$ cat src/rtl/residual_error_monitor_if.sv
// Sample stream and snapshot read bus for residual_error_monitor.
// est_bits lanes are two's complement; rd_residual lanes are one bit wider.
interface residual_error_monitor_if #(
  parameter int numChannels = 16,
  parameter int estBitwidth = 10,
  parameter int snapDepth   = 8
);
  localparam int addrWidth = (snapDepth > 1) ? $clog2(snapDepth) : 1;

  logic [numChannels-1:0][estBitwidth-1:0] est_bits;
  logic [numChannels-1:0]                  slcd_bits;
  logic                                    valid_in;
  logic                                    rd_en;
  logic [addrWidth-1:0]                    rd_addr;
  logic                                    rd_valid;
  logic [numChannels-1:0][estBitwidth:0]   rd_residual;
  logic [numChannels-1:0]                  rd_bits;

  modport master (
    output est_bits, slcd_bits, valid_in, rd_en, rd_addr,
    input  rd_valid, rd_residual, rd_bits
  );

  modport slave (
    input  est_bits, slcd_bits, valid_in, rd_en, rd_addr,
    output rd_valid, rd_residual, rd_bits
  );
endinterface

$ cat src/rtl/residual_error_monitor.sv
// Per-lane slicer residual monitor: counts lanes whose residual exceeds a
// threshold and captures a triggered snapshot of residual words for readback.
module residual_error_monitor #(
  parameter int numChannels = 16,
  parameter int estBitwidth = 10,
  parameter int snapDepth   = 8
) (
  input  logic                          clk,
  input  logic                          rst,
  residual_error_monitor_if.slave       bus,
  input  logic signed [estBitwidth-1:0] bit_level,
  input  logic [estBitwidth-1:0]        err_thresh,
  input  logic                          arm,
  input  logic                          clear_count,
  output logic [31:0]                   err_count,
  output logic [1:0]                    state,
  output logic [((numChannels > 1) ? $clog2(numChannels) : 1)-1:0] trig_lane
);
  localparam int resWidth  = estBitwidth + 1;
  localparam int laneWidth = (numChannels > 1) ? $clog2(numChannels) : 1;
  localparam int addrWidth = (snapDepth > 1) ? $clog2(snapDepth) : 1;
  localparam int memDepth  = 1 << addrWidth;
  localparam int cntWidth  = $clog2(numChannels + 1);
  localparam logic [addrWidth-1:0] lastAddr = addrWidth'(snapDepth - 1);

  typedef enum logic [1:0] {
    IDLE    = 2'd0,
    ARMED   = 2'd1,
    CAPTURE = 2'd2,
    DONE    = 2'd3
  } fsm_t;

  fsm_t fsm;

  logic [resWidth-1:0]                    level_ext;
  logic [resWidth-1:0]                    neg_level;
  logic [numChannels-1:0][resWidth-1:0]   residual;
  logic [numChannels-1:0][resWidth-1:0]   magnitude;
  logic [numChannels-1:0]                 flags;

  logic [numChannels-1:0][resWidth-1:0]   s1_residual;
  logic [numChannels-1:0]                 s1_bits;
  logic [numChannels-1:0]                 s1_flags;
  logic                                   s1_valid;

  logic [cntWidth-1:0]                    flag_count;
  logic [32:0]                            count_sum;
  logic [laneWidth-1:0]                   first_lane;
  logic [addrWidth-1:0]                   wr_ptr;

  logic [numChannels-1:0][resWidth-1:0]   snap_res  [memDepth];
  logic [numChannels-1:0]                 snap_bits [memDepth];

  // One extra bit keeps est - (-level) and |min| exact without saturation.
  always_comb begin
    level_ext = {bit_level[estBitwidth-1], bit_level};
    neg_level = -level_ext;
    residual  = '0;
    magnitude = '0;
    flags     = '0;
    for (int i = 0; i < numChannels; i++) begin
      residual[i]  = {bus.est_bits[i][estBitwidth-1], bus.est_bits[i]}
                     - (bus.slcd_bits[i] ? level_ext : neg_level);
      magnitude[i] = residual[i][resWidth-1] ? -residual[i] : residual[i];
      flags[i]     = magnitude[i] > {1'b0, err_thresh};
    end
  end

  always_ff @(posedge clk or posedge rst) begin
    if (rst) begin
      s1_residual <= '0;
      s1_bits     <= '0;
      s1_flags    <= '0;
      s1_valid    <= 1'b0;
    end else begin
      s1_residual <= residual;
      s1_bits     <= bus.slcd_bits;
      s1_flags    <= flags;
      s1_valid    <= bus.valid_in;
    end
  end

  always_comb begin
    flag_count = '0;
    first_lane = '0;
    for (int i = 0; i < numChannels; i++) begin
      flag_count = flag_count + cntWidth'(s1_flags[i]);
    end
    for (int i = numChannels - 1; i >= 0; i--) begin
      if (s1_flags[i]) first_lane = laneWidth'(i);
    end
    count_sum = {1'b0, err_count} + 33'(flag_count);
  end

  always_ff @(posedge clk or posedge rst) begin
    if (rst) begin
      err_count <= '0;
    end else if (clear_count) begin
      err_count <= '0;
    end else if (s1_valid) begin
      err_count <= count_sum[32] ? '1 : count_sum[31:0];
    end
  end

  // Trigger word lands in entry 0; later valid words fill the rest in order.
  always_ff @(posedge clk or posedge rst) begin
    if (rst) begin
      fsm       <= IDLE;
      trig_lane <= '0;
      wr_ptr    <= '0;
      for (int k = 0; k < memDepth; k++) begin
        snap_res[k]  <= '0;
        snap_bits[k] <= '0;
      end
    end else begin
      case (fsm)
        IDLE: begin
          if (arm) fsm <= ARMED;
        end
        ARMED: begin
          if (s1_valid && (|s1_flags)) begin
            snap_res[0]  <= s1_residual;
            snap_bits[0] <= s1_bits;
            trig_lane    <= first_lane;
            wr_ptr       <= addrWidth'(1);
            fsm          <= (snapDepth == 1) ? DONE : CAPTURE;
          end
        end
        CAPTURE: begin
          if (s1_valid) begin
            snap_res[wr_ptr]  <= s1_residual;
            snap_bits[wr_ptr] <= s1_bits;
            wr_ptr            <= addrWidth'(wr_ptr + 1'b1);
            if (wr_ptr == lastAddr) fsm <= DONE;
          end
        end
        DONE: begin
          if (arm) fsm <= ARMED;
        end
        default: fsm <= IDLE;
      endcase
    end
  end

  assign state = fsm;

  always_ff @(posedge clk or posedge rst) begin
    if (rst) begin
      bus.rd_valid    <= 1'b0;
      bus.rd_residual <= '0;
      bus.rd_bits     <= '0;
    end else begin
      bus.rd_valid <= bus.rd_en;
      if (bus.rd_en) begin
        bus.rd_residual <= snap_res[bus.rd_addr];
        bus.rd_bits     <= snap_bits[bus.rd_addr];
      end
    end
  end
endmodule
$ cat src/flat_wrapper.sv
// flat-port wrapper written by rule: the top's interface ports become plain ports
module residual_error_monitor_flat 
#(
  parameter int numChannels = 16,
  parameter int estBitwidth = 10,
  parameter int snapDepth   = 8
)
  (clk, rst, bit_level, err_thresh, arm, clear_count, err_count, state, trig_lane, bus_est_bits, bus_slcd_bits, bus_valid_in, bus_rd_en, bus_rd_addr, bus_rd_valid, bus_rd_residual, bus_rd_bits);
  residual_error_monitor_if #(.numChannels(numChannels), .estBitwidth(estBitwidth), .snapDepth(snapDepth)) bus_i ();
  input  logic clk;
  input  logic rst;
  input  logic signed [estBitwidth-1:0] bit_level;
  input  logic [estBitwidth-1:0] err_thresh;
  input  logic arm;
  input  logic clear_count;
  output logic [31:0] err_count;
  output logic [1:0] state;
  output logic [((numChannels > 1) ? $clog2(numChannels) : 1)-1:0] trig_lane;
  input wire logic [$bits(bus_i.est_bits)-1:0] bus_est_bits;
  input wire logic [$bits(bus_i.slcd_bits)-1:0] bus_slcd_bits;
  input wire logic [$bits(bus_i.valid_in)-1:0] bus_valid_in;
  input wire logic [$bits(bus_i.rd_en)-1:0] bus_rd_en;
  input wire logic [$bits(bus_i.rd_addr)-1:0] bus_rd_addr;
  output wire logic [$bits(bus_i.rd_valid)-1:0] bus_rd_valid;
  output wire logic [$bits(bus_i.rd_residual)-1:0] bus_rd_residual;
  output wire logic [$bits(bus_i.rd_bits)-1:0] bus_rd_bits;
  assign bus_i.est_bits = bus_est_bits;
  assign bus_i.slcd_bits = bus_slcd_bits;
  assign bus_i.valid_in = bus_valid_in;
  assign bus_i.rd_en = bus_rd_en;
  assign bus_i.rd_addr = bus_rd_addr;
  assign bus_rd_valid = bus_i.rd_valid;
  assign bus_rd_residual = bus_i.rd_residual;
  assign bus_rd_bits = bus_i.rd_bits;
  residual_error_monitor #(.numChannels(numChannels), .estBitwidth(estBitwidth), .snapDepth(snapDepth)) u_core (.clk(clk), .rst(rst), .bus(bus_i), .bit_level(bit_level), .err_thresh(err_thresh), .arm(arm), .clear_count(clear_count), .err_count(err_count), .state(state), .trig_lane(trig_lane));
endmodule
$ cat config.mk
export PLATFORM = sky130hd
export DESIGN_NAME = residual_error_monitor_flat
export DESIGN_NICKNAME = d
export VERILOG_FILES = /design/src/rtl/residual_error_monitor_if.sv /design/src/rtl/residual_error_monitor.sv /design/src/flat_wrapper.sv
export SDC_FILE = /design/constraint.sdc
export NUM_CORES = 2
export LEC_CHECK = 0
export ABC_AREA = 1
export BUFFER_PORTS_ARGS = -buffer_cell sky130_fd_sc_hd__buf_2
export CORE_MARGIN = 2
export CORE_UTILIZATION = 55
export DETAILED_ROUTE_END_ITERATION = 7
export HOLD_SLACK_MARGIN = 0.06
export PLACE_DENSITY = 0.73
export SETUP_SLACK_MARGIN = 0.4
export SYNTH_ARGS = -nofsm -noshare
export SYNTH_HDL_FRONTEND = slang
export SYNTH_SLANG_ARGS = --single-unit
$ cat constraint.sdc
create_clock -name clk -period 111.5 [get_ports clk]
set_input_delay 33.45 -clock clk [delete_from_list [all_inputs] [get_ports clk]]
set_output_delay 33.45 -clock clk [all_outputs]
set_load 0.005 [all_outputs]
==> run_summary.xml <==
<?xml version="1.0" encoding="UTF-8"?>
<metrics>
  <group name="pwr">
    <metric name="power.total" unit="mW">2.48</metric>
    <metric name="cell_internal_pwr" unit="mW">1.57</metric>
    <metric name="power_frac_comb" unit="%">31.0</metric>
    <metric name="p_leak" unit="nW">54.9</metric>
    <metric name="vdd_drop_max" unit="uV">35.7</metric>
    <metric name="power.sequential.fraction" unit="%">40.1</metric>
    <metric name="power_density" unit="nW/um^2">21.9</metric>
    <metric name="clock_network_power_share" unit="%">28.8</metric>
    <metric name="switching_share" unit="%">36.7</metric>
    <metric name="net-switching-power" unit="mW">0.911</metric>
  </group>
  <group name="cts">
    <metric name="cts.repair_timing.setup_buffer_count" unit="">0</metric>
    <metric name="cts.htree.levels" unit="">4</metric>
    <metric name="numCtsBuffers" unit="">204</metric>
    <metric name="clock_transition_at_path_regs" unit="ns">0.06</metric>
    <metric name="cts-resized-gates" unit="">0</metric>
    <metric name="cts_tree" unit="">done</metric>
    <metric name="cts-hold-fix-buffers" unit="">0</metric>
    <metric name="number_of_sinks_driven_by_the_clock_tree" unit="">1979</metric>
    <metric name="root_buffer" unit="">sky130_fd_sc_hd__clkbuf_16</metric>
    <metric name="clkLatencyLatePin" unit="ns">0.86</metric>
    <metric name="clockBufferDepth" unit="">3</metric>
  </group>
  <group name="place">
    <metric name="placer_congestion" unit="">0.947</metric>
    <metric name="place_inst" unit="">15000</metric>
    <metric name="port_buffers" unit="">435</metric>
    <metric name="dpl.hpwl" unit="um">197000</metric>
  </group>
  <group name="sta">
    <metric name="clock.fmax" unit="MHz">26.1</metric>
    <metric name="relSlewSlack" unit="%">10.4</metric>
    <metric name="finalSetupViolCount" unit="">0</metric>
    <metric name="tightest_slew" unit="ns">1.34</metric>
    <metric name="timing.final.crit_share" unit="%">34.4</metric>
    <metric name="setup_repair_after_global_routing_missed_its_margin" unit="">no</metric>
    <metric name="report.final.hold_viol_count" unit="">0</metric>
    <metric name="drv_slew" unit="">0</metric>
    <metric name="setup_total_negative_slack" unit="ns">0</metric>
    <metric name="worst_clock_skew" unit="ns">0.0306</metric>
    <metric name="finalCriticalPeriod" unit="ns">38.32</metric>
  </group>
  <group name="final_layout">
    <metric name="post_route_cells_drive_above_1_share" unit="%">7.46</metric>
    <metric name="seq_area" unit="um^2">49500</metric>
    <metric name="areaGrowthSynthToFinish" unit="%">9.79</metric>
    <metric name="final_non_filler_cells" unit="">15400</metric>
    <metric name="final_net_count" unit="">13300</metric>
    <metric name="nFillCells" unit="">16300</metric>
    <metric name="multiInputGateArea" unit="um^2">43900</metric>
  </group>
  <group name="setup_path">
    <metric name="critical_path_required" unit="ns">112.37</metric>
    <metric name="worstRegToRegCells" unit="">21</metric>
    <metric name="worst_path_top_cell_family_by_delay" unit="">buffers and inverters</metric>
    <metric name="largest_stage_delay_on_the_critical_path" unit="ns">0.88</metric>
    <metric name="critical_path.cell_chain" unit="">buf_2, inv_8, buf_4, buf_4, buf_4, buf_4, buf_4, buf_4</metric>
    <metric name="path_class" unit="">in -&gt; async</metric>
    <metric name="path_depth" unit="">8</metric>
    <metric name="critical_path.startpoint_type" unit="">input port</metric>
    <metric name="worstPathBufferInverterCount" unit="">8</metric>
    <metric name="critical_path.endpoint_type" unit="">asynchronous set/reset pin</metric>
    <metric name="crit_slowest_cell" unit="">sky130_fd_sc_hd__buf_4</metric>
    <metric name="critPathArrivalTime" unit="ns">39.20</metric>
    <metric name="path_max_fanout" unit="">111</metric>
    <metric name="timing.critical_path.mode_cell" unit="">sky130_fd_sc_hd__buf_4</metric>
  </group>
  <group name="route">
    <metric name="post-route-drc-count" unit="">0</metric>
    <metric name="routed-via-count" unit="">89000</metric>
    <metric name="drtPass1Iterations" unit="">6</metric>
    <metric name="antenna_left" unit="">0</metric>
    <metric name="dr.first_iter.drc_count" unit="">9077</metric>
    <metric name="drt-total-wl" unit="um">316000</metric>
    <metric name="route.detailed.vias_per_inst" unit="">5.77</metric>
    <metric name="detail_route.wl_per_cell" unit="um">20.5</metric>
  </group>
  <group name="synth">
    <metric name="syn-instance-count" unit="">12700</metric>
    <metric name="synth_sequential_area_ratio" unit="%">48.1</metric>
    <metric name="post_synth_num_cell_types" unit="">59</metric>
    <metric name="synth_enable_flop_cells" unit="">0</metric>
    <metric name="synthesis.area_per_instance" unit="um^2">8.09</metric>
    <metric name="synth-async-reset-ratio" unit="%">100</metric>
    <metric name="synthesis.nets" unit="">13300</metric>
    <metric name="synthesis.yosys.warnings" unit="">0</metric>
    <metric name="synth-seq-cells" unit="">1979</metric>
    <metric name="synth-main-ff-cell" unit="">sky130_fd_sc_hd__dfrtp_1</metric>
    <metric name="synth_area" unit="um^2">103000</metric>
  </group>
  <group name="global_routing">
    <metric name="grt_pass1_vias" unit="">85000</metric>
    <metric name="gr-usage-all-layers" unit="%">32.7</metric>
    <metric name="grt_antenna_before_repair" unit="">103</metric>
    <metric name="grt_max_degree" unit="">221</metric>
    <metric name="globalRouteOverflowTotal" unit="">0</metric>
    <metric name="grt_pass1_wl" unit="um">488000</metric>
  </group>
  <group name="hold_path">
    <metric name="min_delay_path_depth" unit="">2</metric>
    <metric name="hp-class" unit="">reg -&gt; reg</metric>
  </group>
  <group name="job">
    <metric name="cap_violations" unit="">0</metric>
  </group>
  <group name="floorplan">
    <metric name="die_width" unit="um">437</metric>
    <metric name="start_util" unit="%">55.4</metric>
    <metric name="row_count" unit="">158</metric>
    <metric name="dieHeight" unit="um">437</metric>
    <metric name="die_area" unit="um^2">191000</metric>
    <metric name="io-pin-count" unit="">436</metric>
    <metric name="core" unit="um^2">186000</metric>
  </group>
  <group name="run_status">
    <metric name="status" unit="">finished, final reports clean</metric>
  </group>
</metrics>
synth_stat cells, types with 3 or more instances:
cell	number	area share, %
sky130_fd_sc_hd__a211oi_1	19	0.14
sky130_fd_sc_hd__a21boi_0	5	0.036
sky130_fd_sc_hd__a21o_1	12	0.087
sky130_fd_sc_hd__a21oi_1	729	3.5
sky130_fd_sc_hd__a22o_1	4	0.034
sky130_fd_sc_hd__a31oi_1	8	0.049
sky130_fd_sc_hd__buf_1	23	0.084
sky130_fd_sc_hd__buf_2	146	0.71
sky130_fd_sc_hd__buf_4	28	0.20
sky130_fd_sc_hd__buf_6	45	0.49
sky130_fd_sc_hd__clkbuf_1	508	1.9
sky130_fd_sc_hd__dfrtp_1	1979	48
sky130_fd_sc_hd__fa_1	27	0.52
sky130_fd_sc_hd__ha_1	354	4.3
sky130_fd_sc_hd__inv_1	1646	6.0
sky130_fd_sc_hd__inv_2	5	0.018
sky130_fd_sc_hd__mux2i_1	192	1.9
sky130_fd_sc_hd__nand2_1	3013	11
sky130_fd_sc_hd__nand2_2	16	0.097
sky130_fd_sc_hd__nand2_4	5	0.055
sky130_fd_sc_hd__nand3_1	288	1.4
sky130_fd_sc_hd__nand3b_1	29	0.21
sky130_fd_sc_hd__nand4_1	106	0.64
sky130_fd_sc_hd__nor2_1	197	0.72
sky130_fd_sc_hd__nor3_1	43	0.21
sky130_fd_sc_hd__nor3_2	3	0.029
sky130_fd_sc_hd__nor4_1	7	0.043
sky130_fd_sc_hd__o211ai_1	18	0.13
sky130_fd_sc_hd__o21a_1	10	0.073
sky130_fd_sc_hd__o21ai_0	2654	13
sky130_fd_sc_hd__o21ai_1	184	0.89
sky130_fd_sc_hd__o21ai_2	9	0.077
sky130_fd_sc_hd__o21bai_1	19	0.14
sky130_fd_sc_hd__o221ai_1	187	1.6
sky130_fd_sc_hd__o41ai_1	4	0.034
sky130_fd_sc_hd__or2_2	26	0.16
sky130_fd_sc_hd__or4_1	6	0.044
sky130_fd_sc_hd__xnor2_1	56	0.48
sky130_fd_sc_hd__xor2_1	96	0.82
layout make-up:
| type | instances | share of cell area [%] |
|---|---|---|
| Inverter | 1653 | 5.50 |
| Antenna cell | 48 | 0.106 |
| Tap cell | 2480 | 2.74 |
| Multi-Input combinational cell | 8347 | 38.9 |
| Clock buffer | 295 | 5.29 |
| Timing Repair Buffer | 540 | 2.79 |
| Sequential cell | 1979 | 43.8 |
| Clock inverter | 75 | 0.929 |
logic make-up after synthesis:
family | after synthesis | share of synthesized area, %
buffers and inverters | 2406 | 9.42
adders and majority gates | 381 | 4.82
muxes | 192 | 1.87
xor gates and xnor gates | 152 | 1.29
DFF | 1979 | 48.1
AOI/OAI and AO/OA | 3868 | 19.8
and+or+nand+nor | 3754 | 14.8
layer usage:
layer	GRT usage, %	vias up	wire [um]
met1	42.8	42700	127000
met5	0	-	373
met2	51.2	3694	143000
met4	18.2	60	18800
met3	6.50	813	26800
li1	-	41800	-
placed cells by master, fill, tap and decap left out, types with 42 or more instances in the layout:
cell type                   count
sky130_fd_sc_hd__a21oi_1      729
sky130_fd_sc_hd__buf_2        431
sky130_fd_sc_hd__buf_4         93
sky130_fd_sc_hd__clkbuf_1      42
sky130_fd_sc_hd__clkbuf_16    208
sky130_fd_sc_hd__clkbuf_8      46
sky130_fd_sc_hd__dfrtp_1     1979
sky130_fd_sc_hd__diode_2       48
sky130_fd_sc_hd__ha_1         354
sky130_fd_sc_hd__inv_1       1643
sky130_fd_sc_hd__mux2i_1      192
sky130_fd_sc_hd__nand2_1     3012
sky130_fd_sc_hd__nand3_1      285
sky130_fd_sc_hd__nand4_1      106
sky130_fd_sc_hd__nor2_1       196
sky130_fd_sc_hd__nor3_1        43
sky130_fd_sc_hd__o21ai_0     2654
sky130_fd_sc_hd__o21ai_1      183
sky130_fd_sc_hd__o221ai_1     187
sky130_fd_sc_hd__xnor2_1       55
sky130_fd_sc_hd__xor2_1        92
power by group through the flow:
stage	Clock [mW]	Sequential (mW)	Combinational [mW]
after global placement	0	0.997	0.726
after global routing	0.753	1.01	0.876
final	0.715	0.996	0.770
after detailed placement	0	1.00	0.757
after CTS	0.724	0.992	0.763
after floorplan	0	0.980	0.568
metrics by stage:
stage | worst slack, ns | hold WS [ns] | utilization [%] | cell area [um^2]
2_1_floorplan | 22.16 | 0.448 | - | 103000
3_3_place_gp | 72.12 | 0.459 | 57.0 | 106000
3_5_place_dp | 71.96 | 0.467 | 57.0 | 106000
4_1_cts | 72.88 | 0.482 | 60.8 | 113000
5_1_grt | 72.20 | 0.493 | 60.8 | 113000
6_report | 73.18 | 0.477 | 60.9 | 113000
tightest hold or removal path: cells and delay by family (launching register included):
family	cells	cell delay, ns
DFF	1	0.33
and+or+nand+nor	1	0.05
AOI/OAI and AO/OA	1	0.06
worst paths after layout:
path | startpoint | to | slack, ns
worst max register to register | u_core.s1_flags[1] | u_core.err_count[25] | 104.68
worst max-delay path | rst | u_core.bus.rd_residual[1] | 73.18
min in group asynchronous | rst | u_core.bus.rd_residual[160] | 32.70
max in group clk | bit_level[0] | u_core.s1_flags[11] | 73.39
worst min-delay path | u_core.snap_res[1039] | u_core.snap_res[1039] | 0.48
worst min register to register | u_core.snap_res[1039] | u_core.snap_res[1039] | 0.48
sequential cells by signal, summed over array words and instances, names as in the netlist:
name and flops:
u_core.snap_bits 128, u_core.state 2, u_core.wr_ptr 3, u_core.snap_res 1408, u_core.s1_flags 16, u_core.s1_residual 176
u_core.s1_bits 16, u_core.trig_lane 4, u_core.bus.rd_valid 1, u_core.err_count 32, u_core.bus.rd_bits 16, u_core.s1_valid 1
u_core.bus.rd_residual 176
Power figures use the tool's default switching activity.
